### src/rtl/iic_scl_gen.sv
// SCL and sample-clock generator for the IIC master: mode-selectable divider, clean park on en=0, edge strobes.
// Optional clock-stretch detection against scl_bus is compiled in when IIC_SCL_STRETCH_EN is defined.
module iic_scl_gen #(
  parameter int unsigned SYS_CLK_FREQ = 50_000_000,
  parameter int unsigned STD_IC_FREQ  = 100_000,
  parameter int unsigned FAST_IC_FREQ = 400_000,
  parameter int unsigned HS_IC_FREQ   = 3_400_000,
  parameter int unsigned SAMPLE_RATIO = 8
) (
  input  logic       clk,
  input  logic       rst_n,
  input  logic       en,
  input  logic [1:0] mode,
  input  logic       scl_bus,
  output logic       scl_o,
  output logic       sample_clk,
  output logic       scl_rise,
  output logic       scl_fall,
  output logic       stretching,
  output logic       cfg_err
);

  localparam int unsigned PW = $clog2(SAMPLE_RATIO);
  localparam logic [PW-1:0] LAST_PH = PW'(SAMPLE_RATIO - 1);
  localparam logic [PW-1:0] HALF_PH = PW'(SAMPLE_RATIO / 2);

  localparam int unsigned RAW_STD  = SYS_CLK_FREQ / (STD_IC_FREQ  * SAMPLE_RATIO * 2);
  localparam int unsigned RAW_FAST = SYS_CLK_FREQ / (FAST_IC_FREQ * SAMPLE_RATIO * 2);
  localparam int unsigned RAW_HS   = SYS_CLK_FREQ / (HS_IC_FREQ   * SAMPLE_RATIO * 2);
  localparam logic [15:0] DIV_STD  = (RAW_STD  == 0) ? 16'd1 : 16'(RAW_STD);
  localparam logic [15:0] DIV_FAST = (RAW_FAST == 0) ? 16'd1 : 16'(RAW_FAST);
  localparam logic [15:0] DIV_HS   = (RAW_HS   == 0) ? 16'd1 : 16'(RAW_HS);

`ifdef IIC_SCL_STRETCH_EN
  localparam bit STRETCH_EN = 1'b1;
`else
  localparam bit STRETCH_EN = 1'b0;
`endif

  typedef enum logic [1:0] {IDLE, RUN, STRETCH, PARK} state_t;

  state_t        state_reg, state_next;
  logic [15:0]   div_cnt_reg, div_cnt_next;
  logic [15:0]   half_div_reg, half_div_next;
  logic [PW-1:0] phase_reg, phase_next;
  logic          scl_reg, scl_next;
  logic          sample_reg, sample_next;
  logic          stretch_reg, stretch_next;
  logic          cfg_err_reg, cfg_err_next;
  logic          scl_d_reg;

  logic [15:0]   div_sel;
  logic          sel_err;
  logic          tc, rise, parking;
  logic [PW-1:0] phase_inc;

  always_comb begin
    div_sel = DIV_STD;
    sel_err = (RAW_STD == 0);
    case (mode)
      2'd1:    begin div_sel = DIV_FAST; sel_err = (RAW_FAST == 0); end
      2'd2:    begin div_sel = DIV_HS;   sel_err = (RAW_HS   == 0); end
      2'd3:    begin div_sel = DIV_STD;  sel_err = 1'b1;            end
      default: begin div_sel = DIV_STD;  sel_err = (RAW_STD  == 0); end
    endcase
  end

  assign tc        = (div_cnt_reg == half_div_reg - 16'd1);
  assign rise      = tc && !sample_reg;
  assign parking   = (state_reg == PARK) || (!en && state_reg != IDLE);
  assign phase_inc = (phase_reg == LAST_PH) ? '0 : phase_reg + 1'b1;

  always_comb begin
    state_next    = state_reg;
    div_cnt_next  = div_cnt_reg;
    half_div_next = half_div_reg;
    phase_next    = phase_reg;
    scl_next      = scl_reg;
    sample_next   = sample_reg;
    stretch_next  = stretch_reg;
    cfg_err_next  = en ? cfg_err_reg : 1'b0;

    if (state_reg == IDLE) begin
      scl_next      = 1'b1;
      sample_next   = 1'b0;
      div_cnt_next  = '0;
      phase_next    = '0;
      stretch_next  = 1'b0;
      half_div_next = div_sel;
      cfg_err_next  = en && sel_err;
      if (en) begin
        state_next = RUN;
        // Start one step before the wrap so the first sample_clk rise lands on phase 0 (scl falls).
        phase_next = LAST_PH;
      end
    end else begin
      if (tc) begin
        div_cnt_next = '0;
        sample_next  = !sample_reg;
      end else begin
        div_cnt_next = div_cnt_reg + 16'd1;
      end

      if (parking) begin
        state_next   = PARK;
        stretch_next = 1'b0;
        // A rise only reaches here with scl low, so parking can only finish the low half, never wrap.
        if (scl_reg && !sample_reg) begin
          state_next   = IDLE;
          div_cnt_next = '0;
          phase_next   = '0;
          sample_next  = 1'b0;
        end else if (rise) begin
          phase_next = phase_inc;
          scl_next   = (phase_inc >= HALF_PH);
        end
      end else if (rise) begin
        if (state_reg == STRETCH) begin
          if (scl_bus) begin
            state_next   = RUN;
            stretch_next = 1'b0;
          end
        end else if (STRETCH_EN && scl_reg && !scl_bus) begin
          state_next   = STRETCH;
          stretch_next = 1'b1;
        end else begin
          phase_next = phase_inc;
          scl_next   = (phase_inc >= HALF_PH);
          if (phase_reg == LAST_PH) begin
            half_div_next = div_sel;
            cfg_err_next  = cfg_err_reg || sel_err;
          end
        end
      end
    end
  end

  always_ff @(posedge clk or negedge rst_n) begin
    if (!rst_n) begin
      state_reg    <= IDLE;
      div_cnt_reg  <= '0;
      half_div_reg <= DIV_STD;
      phase_reg    <= '0;
      scl_reg      <= 1'b1;
      sample_reg   <= 1'b0;
      stretch_reg  <= 1'b0;
      cfg_err_reg  <= 1'b0;
      scl_d_reg    <= 1'b1;
    end else begin
      state_reg    <= state_next;
      div_cnt_reg  <= div_cnt_next;
      half_div_reg <= half_div_next;
      phase_reg    <= phase_next;
      scl_reg      <= scl_next;
      sample_reg   <= sample_next;
      stretch_reg  <= stretch_next;
      cfg_err_reg  <= cfg_err_next;
      scl_d_reg    <= scl_reg;
    end
  end

  assign scl_o      = scl_reg;
  assign sample_clk = sample_reg;
  assign scl_rise   = scl_reg && !scl_d_reg;
  assign scl_fall   = !scl_reg && scl_d_reg;
  assign stretching = STRETCH_EN ? stretch_reg : 1'b0;
  assign cfg_err    = cfg_err_reg;

endmodule

### config.mk
export PLATFORM = sky130hd
export DESIGN_NAME = iic_scl_gen
export DESIGN_NICKNAME = d
export VERILOG_FILES = /design/src/rtl/iic_scl_gen.sv
export SDC_FILE = /design/constraint.sdc
export NUM_CORES = 1
export LEC_CHECK = 0
export ABC_CLOCK_PERIOD_IN_PS = 6000
export BUFFER_PORTS_ARGS = -buffer_cell sky130_fd_sc_hd__buf_2
export CAP_MARGIN = 20
export CORE_UTILIZATION = 40
export DETAILED_ROUTE_END_ITERATION = 8
export GPL_TIMING_DRIVEN = 0
export HOLD_SLACK_MARGIN = 0.02
export PLACE_DENSITY = 0.57
export SETUP_SLACK_MARGIN = 0.5
export SYNTH_ARGS = -nofsm -noshare
export SYNTH_HDL_FRONTEND = slang
export SYNTH_SLANG_ARGS = --single-unit
### constraint.sdc
create_clock -name clk -period 6 [get_ports clk]
set_input_delay 1.2 -clock clk [delete_from_list [all_inputs] [get_ports clk]]
set_output_delay 1.2 -clock clk [all_outputs]
set_load 0.1 [all_outputs]
Word level (Yosys, flattened, before mapping)
Cells that the tools add are included.

Logic and storage cells: 91. Flip-flop bits (word level): 41.

Order comparisons: 1. Equal/unequal tests: 12. Reduce and logical (&&, ||, !) cells: 25. Muxes and demuxes: 42. Add/sub/neg operators: 3.

Operators with widths (number): 16-bit 2-to-1 mux (9); 3-bit 2-to-1 mux (8); 1-bit 2-to-1 mux (17); 16-bit by 1-bit adder with 16-bit output, second input constant (1); 16-bit equality test (1); 16-bit by 1-bit subtractor with 16-bit output, second input constant (1); 2-bit 2-to-1 mux (7); 4-bit AND reduction (3); 3-bit nonzero test (4); 5-bit one-hot mux with 2 select lines (1); 2-bit equality test, second input constant (4); 1-bit logical AND (6); 3-bit != test, second input constant (2); 2-bit nonzero test (3); 1-bit zero test (4); 2-bit != test, second input constant (2); 3-bit by 1-bit adder with 3-bit output, second input constant (1); 3-bit equality test, second input constant (1); 3-bit >= comparator, second input constant (1); 3-bit AND reduction (1); 2-bit by 1-bit equality test with 1-bit output, second input constant (1); 2-bit zero test (1); 1-bit logical OR (2); 2-bit by 1-bit != test with 1-bit output, second input constant (1); 2-bit OR reduction (1).

Longest topological paths before layout
Depth in word-level cells: 9. Mapped depth: 9. Depth with buffers taken out: 8.

Worst setup path before layout
OpenSTA, ideal clock, no wires.

Path kind: reg-to-output. From: reg scl_reg (netlist: scl_o). To: out scl_rise. Data required time: 4.800 ns. Data arrival time: 2.307 ns. Path slack: 2.493 ns. Stages on the path, launching flop included: 2. Path buffers: 0. Cell sequence: dfstp_2 -> nor2b_1.

Cells in the longest elaborated chain, start to end: 1.

Ends and longest elaborated chain: from (decl) (line 46) `logic scl_reg, scl_next;`; from (signal assigned) (line 154) `scl_reg <= scl_next;`; 1-bit logical AND (line 164) `assign scl_rise = scl_reg && !scl_d_reg;`; to (decl) (line 17) `output logic scl_rise,`.

No other way between the ends.

Worst setup path after layout
Ends and elaborated chain as after synthesis.

==> results.json <==
{
  "run_status": "finished clean",
  "post_layout_nonfiller_instances": 213,
  "detail_route.first_pass.iterations": 4,
  "gr-usage-all-layers_pct": 15.1,
  "maximum_vdd_drop_mv": 0.126,
  "wp_data_required_ns": 4.80,
  "powerDensity_nw_per_um2": 225,
  "antenna_violations_before_repair": 0,
  "synth_enable_flop_cells": 0,
  "fp.dieArea_um2": 4010,
  "hold_buffers": 0,
  "count_of_maximum_capacitance_violations": 0,
  "final_period_minus_worst_setup_slack_ns": 2.61,
  "cts-htree-levels": 1,
  "tightestPinTransition_ns": 0.579,
  "portBuffers": 10,
  "seq_area_frac_synth_pct": 45.2,
  "rows": 21,
  "die_h_um": 63.3,
  "dpl.cell_count": 209,
  "crit_type": "register to primary output",
  "max-clock-path-buffers": 2,
  "slew_viol_final": 0,
  "fin_worst_skew_ns": 0.00449,
  "min_period_over_period_pct": 43.6,
  "yosys.cell_types.count": 36,
  "maxSlewHeadroom_pct": 61.4,
  "clkSinkCount": 27,
  "wire_length_on_met1_mm": 1.28,
  "placer_congestion": 0.752,
  "synthesis.instances": 153,
  "drt_iter0_drc": 43,
  "final-hold-violation-count": 0,
  "synth.top_cells.by_area": "dfrtp_1 38%, xnor2_1 7.6%, dfstp_2 7.0%",
  "worstRegToRegCells": 8,
  "setup_violations": 0,
  "asyncSetResetFlopFracSynth_pct": 100,
  "ys.flop_type": "dfrtp_1",
  "postRouteWirelength_mm": 2.59,
  "syn-mean-instance-area_um2": 9.84,
  "final_antenna_net_count": 0,
  "critical_path.cell_chain": "nor2b_1 > buf_2",
  "switching_share_pct": 29.1,
  "internal_power_uw": 265,
  "layout.nets": 181,
  "end_kind": "primary output",
  "min_path_type": "register to register",
  "yosys-top-cells-count": "24 x nor2_1, 23 x dfrtp_1, 13 x xnor2_1, 9 x inv_1",
  "clkSlewWorstSetupHoldPaths_ns": 0.09,
  "power_frac_clock_pct": 27.2,
  "first_pass_grt_wire_length_mm": 4.82,
  "crit_path_max_fanout": 7,
  "cts-buffers-inserted": 3,
  "wl_met3_um": 57,
  "fraction_of_synthesized_cell_area_taken_by_the_top_area_cell_type_pct": 38.2,
  "p_leak_nw": 0.689,
  "share_seq_of_total_power_pct": 54.0,
  "finalSetupTns_ns": 0,
  "floorplan.die.width_um": 63.3,
  "antenna_cells_inserted": 0,
  "power.share.combinational_pct": 18.8,
  "power_switching_uw": 108,
  "largest_register_ff_count": 16,
  "cts_tree": "built",
  "fillerInstances": 334,
  "clock_insertion_delay_worst_skew_ns": 0.27,
  "synth-seq-cells": 27,
  "grt_pass1_vias": 1089,
  "synth_most_common_cell": "nor2_1",
  "synth.largest_area_cell": "dfrtp_1",
  "syn-cell-area_um2": 1510,
  "grt.overflow.total": 0,
  "via_density": 5.10,
  "min_path_cells": 0,
  "highest_routed_metal_layer": "met4",
  "starting_density_of_the_core_pct": 43.4,
  "area_delta_synth_final_pct": 10.1,
  "arrival_ns": 1.41,
  "grt_setup_unrepaired": "false",
  "floorplan.io_pins": 12,
  "route.vias.total": 1087,
  "worst_path_largest_cell_delay_ns": 0.59,
  "drc": 0,
  "clockRootBuffer": "clkbuf_8",
  "place.detailed.hpwl_mm": 1.93,
  "crit_path_start_kind": "register",
  "synth.yosys.warnings": 0,
  "post_cts_sizing": 0,
  "placeableCoreArea_um2": 3470,
  "timing.critical_path.slowest_stage_cell": "dfstp_2",
  "drive_above_1_share_pct": 19.2,
  "met2_length_mm": 1.23,
  "cts_post_setup_buffers_inserted": 0,
  "grt_start_max_net_pins": 28,
  "synthesis.nets": 166,
  "post_drt_wl_per_cell_um": 12.2,
  "max_freq_mhz": 383
}
[power by group through the flow]
stage          logic, mW  clock network (mW)  registers, mW
2_1_floorplan     0.0473                   0          0.211
3_3_place_gp      0.0696                   0          0.205
3_5_place_dp      0.0711                   0          0.205
4_1_cts           0.0712               0.105          0.202
5_1_grt           0.0792               0.115          0.204
6_report          0.0701               0.102          0.202
[logic make-up after synthesis]
kind of cell | Yosys count | share of synthesized area (%)
compound gates | 23 | 10.8
fa+ha+maj | 8 | 6.48
xor+xnor | 14 | 8.15
simple gates | 65 | 23.9
mux | 1 | 0.748
flops | 27 | 45.2
other cells | 1 | 0.249
buf+inv | 14 | 4.41
[metrics by stage]
step / total power [mW] / setup WS, ns / instance area (um^2) / hold slack [ns] / util, %
6_report: 0.373 / 3.39 / 1660 / 0.403 / 47.8
5_1_grt: 0.398 / 3.32 / 1660 / 0.416 / 47.8
3_3_place_gp: 0.274 / 3.52 / 1610 / 0.395 / 46.5
4_1_cts: 0.378 / 3.37 / 1660 / 0.409 / 47.8
3_5_place_dp: 0.277 / 3.53 / 1610 / 0.400 / 46.5
2_1_floorplan: 0.259 / 2.49 / 1510 / 0.464 / -
[layout by cell type (no fill, tap or decap), drive strengths merged]
cell type,n
nor2,24
dfrtp,23
buf,14
xnor2,13
inv,9
nand3,8
nand2,7
a21oi,7
ha,7
nor4,7
nor3,6
o21ai,5
clkbuf,5
nor2b,4
dfstp,4
nand2b,3
o22a,3
nand4,3
and3,2
o22ai,2
a21boi,1
o21bai,1
xor2,1
a211oi,1
a32oi,1
nand3b,1
o221a,1
maj3,1
a32o,1
mux2,1
conb,1
[area by class of cell]
| class | count | area, um^2 | area share (%) |
|---|---|---|---|
| tap | 46 | 57.6 | 3.47 |
| inverter | 9 | 33.8 | 2.04 |
| timing repair buffer | 10 | 50.0 | 3.02 |
| sequential | 27 | 681 | 41.1 |
| multi-input combinational | 112 | 758 | 45.7 |
| clock buffer | 4 | 45.0 | 2.72 |
| buffer | 5 | 32.5 | 1.96 |
[critical path, delay by kind of cell (launching register included)]
kind	cells	cell delay, ns
flops	1	0.59
simple gates	1	0.13
buf+inv	1	0.43
[path summary, 6_finish.rpt]
check	from	end	slack (ns)
worst max register to register	div_cnt_reg[11]$_DFF_PN0_	half_div_reg[3]$_DFFE_PN1P_	3.58
worst min register to register	scl_o$_DFFE_PN1P_	scl_d_reg$_DFF_PN1_	0.40
min in group asynchronous	rst_n	phase_reg[0]$_DFFE_PN0P_	0.92
worst max-delay path	scl_o$_DFFE_PN1P_	scl_rise	3.39
max in group asynchronous	rst_n	half_div_reg[3]$_DFFE_PN1P_	4.70
worst min-delay path	scl_o$_DFFE_PN1P_	scl_d_reg$_DFF_PN1_	0.40
[metal layers]
layer  up-vias  GRT usage, %
met4         0          4.26
met5         -             0
met3         2          2.36
met2        12          25.1
li1        552             -
met1       521          20.1
Note: power is estimated with default switching activity, not from simulation.
